===== src/rtl/icache_line_fill_if.sv =====
// Signal bundle between the line-fill stage, the fetch controller, the memory
// bus and the icache data array. The fill stage uses the slave modport.
interface icache_line_fill_if #(
  parameter int ADDR_WIDTH = 32,
  parameter int SET_BITS   = 4,
  parameter int LINE_BITS  = 256,
  parameter int BEAT_BITS  = 64
);
  logic                     miss_valid;
  logic                     miss_ready;
  logic [ADDR_WIDTH-1:0]    miss_addr;
  logic                     kill;
  logic [ADDR_WIDTH-1:0]    bmem_addr;
  logic                     bmem_read;
  logic                     bmem_ready;
  logic [ADDR_WIDTH-1:0]    bmem_raddr;
  logic [BEAT_BITS-1:0]     bmem_rdata;
  logic                     bmem_rvalid;
  logic                     data_csb;
  logic                     data_web;
  logic [LINE_BITS/8-1:0]   data_wmask;
  logic [SET_BITS-1:0]      data_addr;
  logic [LINE_BITS-1:0]     data_din;
  logic                     fill_valid;
  logic [ADDR_WIDTH-1:0]    fill_addr;
  logic [LINE_BITS-1:0]     fill_line;

  modport slave (
    input  miss_valid, miss_addr, kill, bmem_ready, bmem_raddr, bmem_rdata, bmem_rvalid,
    output miss_ready, bmem_addr, bmem_read, data_csb, data_web, data_wmask, data_addr,
           data_din, fill_valid, fill_addr, fill_line
  );

  modport master (
    output miss_valid, miss_addr, kill, bmem_ready, bmem_raddr, bmem_rdata, bmem_rvalid,
    input  miss_ready, bmem_addr, bmem_read, data_csb, data_web, data_wmask, data_addr,
           data_din, fill_valid, fill_addr, fill_line
  );
endinterface


===== src/rtl/icache_line_fill.sv =====
// Icache miss refill: burst-reads one line from memory, writes it into the
// data array with a full byte mask, then pulses fill_valid unless killed.
module icache_line_fill #(
  parameter int ADDR_WIDTH = 32,
  parameter int SET_BITS   = 4,
  parameter int LINE_BITS  = 256,
  parameter int BEAT_BITS  = 64
) (
  input  logic               clk,
  input  logic               rst_n,
  icache_line_fill_if.slave  bus
);
  localparam int BEATS       = LINE_BITS / BEAT_BITS;
  localparam int OFFSET_BITS = $clog2(LINE_BITS / 8);
  localparam int CNT_BITS    = $clog2(BEATS);

  typedef enum logic [2:0] {
    S_IDLE    = 3'd0,
    S_REQ     = 3'd1,
    S_COLLECT = 3'd2,
    S_WRITE   = 3'd3,
    S_COMMIT  = 3'd4
  } state_t;

  state_t                state_q, state_d;
  logic [ADDR_WIDTH-1:0] addr_q, addr_d;
  logic [CNT_BITS-1:0]   cnt_q, cnt_d;
  logic                  kill_q, kill_d;
  logic [LINE_BITS-1:0]  line_q, line_d;
  logic                  beat_hit_s;

  // State and datapath registers
  always_ff @(posedge clk or negedge rst_n) begin
    if (!rst_n) begin
      state_q <= S_IDLE;
      addr_q  <= '0;
      cnt_q   <= '0;
      kill_q  <= 1'b0;
      line_q  <= '0;
    end else begin
      state_q <= state_d;
      addr_q  <= addr_d;
      cnt_q   <= cnt_d;
      kill_q  <= kill_d;
      line_q  <= line_d;
    end
  end

  assign beat_hit_s = bus.bmem_rvalid && (bus.bmem_raddr == addr_q);

  // Next-state logic; a kill after the handshake only suppresses the response
  always_comb begin
    state_d = state_q;
    addr_d  = addr_q;
    cnt_d   = cnt_q;
    kill_d  = kill_q;
    line_d  = line_q;
    case (state_q)
      S_IDLE: begin
        if (bus.miss_valid) begin
          addr_d  = {bus.miss_addr[ADDR_WIDTH-1:OFFSET_BITS], {OFFSET_BITS{1'b0}}};
          kill_d  = 1'b0;
          state_d = S_REQ;
        end else begin
          state_d = S_IDLE;
        end
      end
      S_REQ: begin
        if (bus.bmem_ready) begin
          cnt_d   = '0;
          kill_d  = bus.kill;
          state_d = S_COLLECT;
        end else if (bus.kill) begin
          state_d = S_IDLE;
        end else begin
          state_d = S_REQ;
        end
      end
      S_COLLECT: begin
        if (bus.kill) begin
          kill_d = 1'b1;
        end else begin
          kill_d = kill_q;
        end
        if (beat_hit_s) begin
          line_d[cnt_q*BEAT_BITS +: BEAT_BITS] = bus.bmem_rdata;
          cnt_d = cnt_q + CNT_BITS'(1);
          if (cnt_q == CNT_BITS'(BEATS - 1)) begin
            state_d = S_WRITE;
          end else begin
            state_d = S_COLLECT;
          end
        end else begin
          state_d = S_COLLECT;
        end
      end
      S_WRITE: begin
        if (bus.kill) begin
          kill_d = 1'b1;
        end else begin
          kill_d = kill_q;
        end
        state_d = S_COMMIT;
      end
      S_COMMIT: begin
        state_d = S_IDLE;
      end
      default: begin
        state_d = S_IDLE;
      end
    endcase
  end

  assign bus.miss_ready = (state_q == S_IDLE);
  assign bus.bmem_read  = (state_q == S_REQ);
  assign bus.bmem_addr  = addr_q;
  assign bus.data_csb   = (state_q != S_WRITE);
  assign bus.data_web   = (state_q != S_WRITE);
  assign bus.data_wmask = {(LINE_BITS/8){state_q == S_WRITE}};
  assign bus.data_addr  = addr_q[OFFSET_BITS+SET_BITS-1:OFFSET_BITS];
  assign bus.data_din   = line_q;
  assign bus.fill_valid = (state_q == S_COMMIT) && !kill_q;
  assign bus.fill_addr  = addr_q;
  assign bus.fill_line  = line_q;
endmodule


===== src/flat_wrapper.sv =====
// flat-port wrapper written by rule: the top's interface ports become plain ports
module icache_line_fill_flat 
#(
  parameter int ADDR_WIDTH = 32,
  parameter int SET_BITS   = 4,
  parameter int LINE_BITS  = 256,
  parameter int BEAT_BITS  = 64
)
  (clk, rst_n, bus_miss_valid, bus_miss_addr, bus_kill, bus_bmem_ready, bus_bmem_raddr, bus_bmem_rdata, bus_bmem_rvalid, bus_miss_ready, bus_bmem_addr, bus_bmem_read, bus_data_csb, bus_data_web, bus_data_wmask, bus_data_addr, bus_data_din, bus_fill_valid, bus_fill_addr, bus_fill_line);
  icache_line_fill_if #(.ADDR_WIDTH(ADDR_WIDTH), .SET_BITS(SET_BITS), .LINE_BITS(LINE_BITS), .BEAT_BITS(BEAT_BITS)) bus_i ();
  input  logic clk;
  input  logic rst_n;
  input wire logic [$bits(bus_i.miss_valid)-1:0] bus_miss_valid;
  input wire logic [$bits(bus_i.miss_addr)-1:0] bus_miss_addr;
  input wire logic [$bits(bus_i.kill)-1:0] bus_kill;
  input wire logic [$bits(bus_i.bmem_ready)-1:0] bus_bmem_ready;
  input wire logic [$bits(bus_i.bmem_raddr)-1:0] bus_bmem_raddr;
  input wire logic [$bits(bus_i.bmem_rdata)-1:0] bus_bmem_rdata;
  input wire logic [$bits(bus_i.bmem_rvalid)-1:0] bus_bmem_rvalid;
  output wire logic [$bits(bus_i.miss_ready)-1:0] bus_miss_ready;
  output wire logic [$bits(bus_i.bmem_addr)-1:0] bus_bmem_addr;
  output wire logic [$bits(bus_i.bmem_read)-1:0] bus_bmem_read;
  output wire logic [$bits(bus_i.data_csb)-1:0] bus_data_csb;
  output wire logic [$bits(bus_i.data_web)-1:0] bus_data_web;
  output wire logic [$bits(bus_i.data_wmask)-1:0] bus_data_wmask;
  output wire logic [$bits(bus_i.data_addr)-1:0] bus_data_addr;
  output wire logic [$bits(bus_i.data_din)-1:0] bus_data_din;
  output wire logic [$bits(bus_i.fill_valid)-1:0] bus_fill_valid;
  output wire logic [$bits(bus_i.fill_addr)-1:0] bus_fill_addr;
  output wire logic [$bits(bus_i.fill_line)-1:0] bus_fill_line;
  assign bus_i.miss_valid = bus_miss_valid;
  assign bus_i.miss_addr = bus_miss_addr;
  assign bus_i.kill = bus_kill;
  assign bus_i.bmem_ready = bus_bmem_ready;
  assign bus_i.bmem_raddr = bus_bmem_raddr;
  assign bus_i.bmem_rdata = bus_bmem_rdata;
  assign bus_i.bmem_rvalid = bus_bmem_rvalid;
  assign bus_miss_ready = bus_i.miss_ready;
  assign bus_bmem_addr = bus_i.bmem_addr;
  assign bus_bmem_read = bus_i.bmem_read;
  assign bus_data_csb = bus_i.data_csb;
  assign bus_data_web = bus_i.data_web;
  assign bus_data_wmask = bus_i.data_wmask;
  assign bus_data_addr = bus_i.data_addr;
  assign bus_data_din = bus_i.data_din;
  assign bus_fill_valid = bus_i.fill_valid;
  assign bus_fill_addr = bus_i.fill_addr;
  assign bus_fill_line = bus_i.fill_line;
  icache_line_fill #(.ADDR_WIDTH(ADDR_WIDTH), .SET_BITS(SET_BITS), .LINE_BITS(LINE_BITS), .BEAT_BITS(BEAT_BITS)) u_core (.clk(clk), .rst_n(rst_n), .bus(bus_i));
endmodule

===== config.mk =====
export PLATFORM = sky130hd
export DESIGN_NAME = icache_line_fill_flat
export DESIGN_NICKNAME = d
export VERILOG_FILES = /design/src/rtl/icache_line_fill_if.sv /design/src/rtl/icache_line_fill.sv /design/src/flat_wrapper.sv
export SDC_FILE = /design/constraint.sdc
export NUM_CORES = 1
export LEC_CHECK = 0
export BUFFER_PORTS_ARGS = -buffer_cell sky130_fd_sc_hd__clkbuf_2
export CAP_MARGIN = 20
export CORE_AREA = 4 4 287 289
export DETAILED_ROUTE_END_ITERATION = 8
export DIE_AREA = 0 0 291 293
export PLACE_DENSITY_LB_ADDON = 0.25
export SLEW_MARGIN = 20
export SYNTH_ARGS = -nofsm -noshare
export SYNTH_HDL_FRONTEND = slang
export SYNTH_SLANG_ARGS = --single-unit

===== constraint.sdc =====
create_clock -name clk -period 2.3 [get_ports clk]
set_input_delay 0.46 -clock clk [delete_from_list [all_inputs] [get_ports clk]]
set_output_delay 0.46 -clock clk [all_outputs]
set_load 0.1 [all_outputs]

==> flow_summary.json <==
{
  "cts.sinks": 289,
  "maxSlewViolCount": 0,
  "synth_flop_cell": "dfrtp_1",
  "hold_violations": 0,
  "critPathKind": "reg -> out",
  "synth_compound_area_share_pct": 0.290,
  "min-delay-start": "bus_miss_addr[8]",
  "clock_latency_ns": 0.54,
  "synth_top_area_share_pct": 46.5,
  "violations": "negative setup slack",
  "core_area_sq_um": 79900,
  "diodes": 0,
  "grt_remaining_overflow": 0,
  "p_leak_nw": 12.6,
  "crit_path_top_delay_cell": "dfrtp_1",
  "path_cells": "nand2b_4 -> or2_4 -> clkinvlp_4 -> buf_6 -> buf_6 -> buf_16 -> buf_16",
  "fin_crit_ns": 2.44,
  "gp_congestion": 0.803,
  "mappedNetlistArea_sq_um": 15500,
  "min_path_type": "in -> reg",
  "fin_worst_skew_ns": 0.0133,
  "vias": 11600,
  "wire_per_inst_microns": 18.3,
  "synth_area_per_cell_sq_um": 9.94,
  "holdPathEnd": "u_core.bus.bmem_addr[8]",
  "yosysMostFrequentCell": "buf_4",
  "r2r_cells": 8,
  "nets": 2188,
  "arrival_ns": 1.98,
  "stdcell_area_sq_um": 20900,
  "cp.buffers_inverters": 5,
  "slew_headroom_pct": 50.9,
  "dp_hpwl_mm": 42.0,
  "synth_top_cell_by_area": "dfrtp_1",
  "rows": 104,
  "wl_mm": 57.4,
  "synth_xor_area_share_pct": 1.52,
  "cts_max_level": 2,
  "start_util_pct": 19.5,
  "period_share_pct": 106,
  "grt_antenna_before_repair": 1,
  "cts_tree": "built",
  "io_pins": 751,
  "powerDensity_nw_per_um2": 950,
  "hold_depth": 2,
  "critPathLaunchType": "flop",
  "synth_top_family_by_area": "buffers and inverters",
  "die_y_microns": 293,
  "avgViaCountPerCell": 3.69,
  "path_clk_slew_ns": 0.05,
  "synth-simple-area-share_pct": 7.85,
  "synth_commonest_cells": "buf_4 (332), dfrtp_1 (289), inv_1 (261), nand2_1 (259), mux2i_1 (257)",
  "n_fill_cell": 8573,
  "yosysWarnings": 0,
  "syn_inst": 1563,
  "instances_no_fill": 3135,
  "fp.dieW_microns": 291,
  "grt_setup_unrepaired": "yes",
  "syn_to_final_growth_pct": 34.3,
  "grt_max_degree": 54,
  "cap_viol_max_count": 0,
  "dp_slack_ns": -0.270,
  "drive_above_1_share_pct": 45.5,
  "ir_drop_v": 0.00154,
  "numPortBuffers": 735,
  "placedCellCount": 3048,
  "synthAdderAreaFrac_pct": 0.402,
  "drtPass1Iterations": 5,
  "setup_violations": 32,
  "cts_made_buffers": 36,
  "cts.path.max_buffers": 3,
  "crit_fanout": 5,
  "drcViolationCount": 0,
  "die_area_sq_um": 85300,
  "max_clock_freq_mhz": 410,
  "grt_pass1_vias": 12400,
  "cp-end-kind": "output pin",
  "tightest_slew_ns": 0.740,
  "drt_iter0_drc": 403,
  "setup_ws_ns": -0.138,
  "ant_nets": 0,
  "reg2reg_slack_ns": 0.11,
  "ys_top_cells_by_area": "dfrtp_1 (47%), mux2i_1 (17%), buf_4 (16%)",
  "crit_required_ns": 1.84,
  "synthArstFlopShare_pct": 100,
  "grt_usage_pct": 12.6,
  "status": "finished, violations left",
  "root_buffer": "clkbuf_16",
  "synth_edf_count": 0,
  "ys_seq_area_share_pct": 46.5,
  "r2r-end": "u_core.bus.data_din[31]",
  "critPathMaxStageDelay_ns": 0.38,
  "synth_seq_cells": 289,
  "ys_types": 29,
  "synth_mux_area_share_pct": 18.5,
  "placed_area_sq_um": 19000,
  "critical-path-top-delay-family": "buffers and inverters",
  "grt_pass1_wl_mm": 81.9,
  "rr_startpoint": "u_core.bus.bmem_addr[16]"
}
[final cells by class]
cell class / count / area [sq um] / area share (%)
clock buffer: 57 / 1080 / 5.18
clock inverter: 7 / 96.3 / 0.462
inverter: 261 / 983 / 4.71
multi-input combinational: 634 / 4570 / 21.9
sequential: 289 / 7260 / 34.8
tap: 1060 / 1330 / 6.35
timing repair buffer: 827 / 5550 / 26.6
[worst register-to-register path, delay by kind of cell (launching register included)]
kind / cells / cell delay, ns
XOR/XNOR: 1 / 0.19
buffers and inverters: 3 / 0.60
flip-flops: 1 / 0.44
multiplexers: 1 / 0.12
AND/OR/NAND/NOR: 3 / 0.73
[cell usage in the layout (no fill, tap or decap), drive strengths merged]
master       instances
a21boi               1
conb                10
buf                124
mux2                27
clkbuf             759
nor4                 6
bufinv               2
nand4                8
o31ai                1
inv                263
nor2                11
mux2i              257
nand3b               1
dfrtp              289
and4                 3
nor3b                4
nor2b                1
nand2b               2
xor2                26
o21ai                3
or2                  2
clkinv               2
xnor2                1
nor3                 2
clkinvlp             1
ha                   5
dlygate4sd3          1
nor4b                1
nand2              259
a21oi                3
[layer usage]
layer	up-vias	global-route usage, %	part of all wire [%]
met1	5633	14.1	39
met4	0	3.78	2.8
met2	453	23.7	53
met5	-	0	0
met3	74	2.94	5.9
li1	5421	-	-
[registers in the layout, indices dropped and copies added, names as in the netlist]
| signal | count |
|---|---|
| u_core.kill_q | 1 |
| u_core.bus.data_din | 256 |
| u_core.bus.bmem_addr | 27 |
| u_core.state_q | 3 |
| u_core.cnt_q | 2 |
[worst max path at each step]
stage                             startpoint                       to  slack (ns)  depth (start not counted)
final                      u_core.state_q[2]       bus_data_wmask[14]       -0.14                          7
after global routing       u_core.state_q[2]       bus_data_wmask[10]       -0.25                          7
after global placement    bus_bmem_raddr[18]  u_core.bus.data_din[37]       -0.28                          8
after floorplan            u_core.state_q[0]       bus_data_wmask[10]       -0.32                          4
after CTS                  u_core.state_q[2]       bus_data_wmask[27]       -0.23                          7
after detailed placement  bus_bmem_raddr[26]  u_core.bus.data_din[39]       -0.27                          8
[timing repair]
item	4_1_cts	5_1_grt
endpoints found under the setup margin	293	261
setup buffers	10	3
hold endpoints to repair	33	0
gates resized for setup	50	17
pin swaps	4	8
hold buffers	1	0
cloned	5	4
[through the flow]
stage | total power, W | TNS, ns | util, % | hold WS [ns]
2_1_floorplan | 0.0122 | -10.57 | - | 0.164
5_1_grt | 0.0205 | -7.96 | 26.1 | 0.120
6_report | 0.0198 | -4.07 | 26.1 | 0.157
3_3_place_gp | 0.0137 | -56.09 | 23.8 | 0.447
4_1_cts | 0.0200 | -7.21 | 25.9 | 0.104
3_5_place_dp | 0.0137 | -52.25 | 23.8 | 0.453
[power by group]
group | total [W] | internal [W] | switching (W)
logic | 0.00836 | 0.00196 | 0.00640
clock network | 0.00576 | 0.00345 | 0.00231
registers | 0.00570 | 0.00540 | 0.000304
[cells by family (layout without fill, tap and decap cells)]
family          after synthesis  in the layout
fa+ha+maj                     5              5
simple gates                300            300
other cells                   1             10
xor+xnor                     27             27
mux                         284            284
compound gates                8              8
flops                       289            289
buf+inv                     649           1152
No activity file was read; power rests on OpenSTA's default activity.
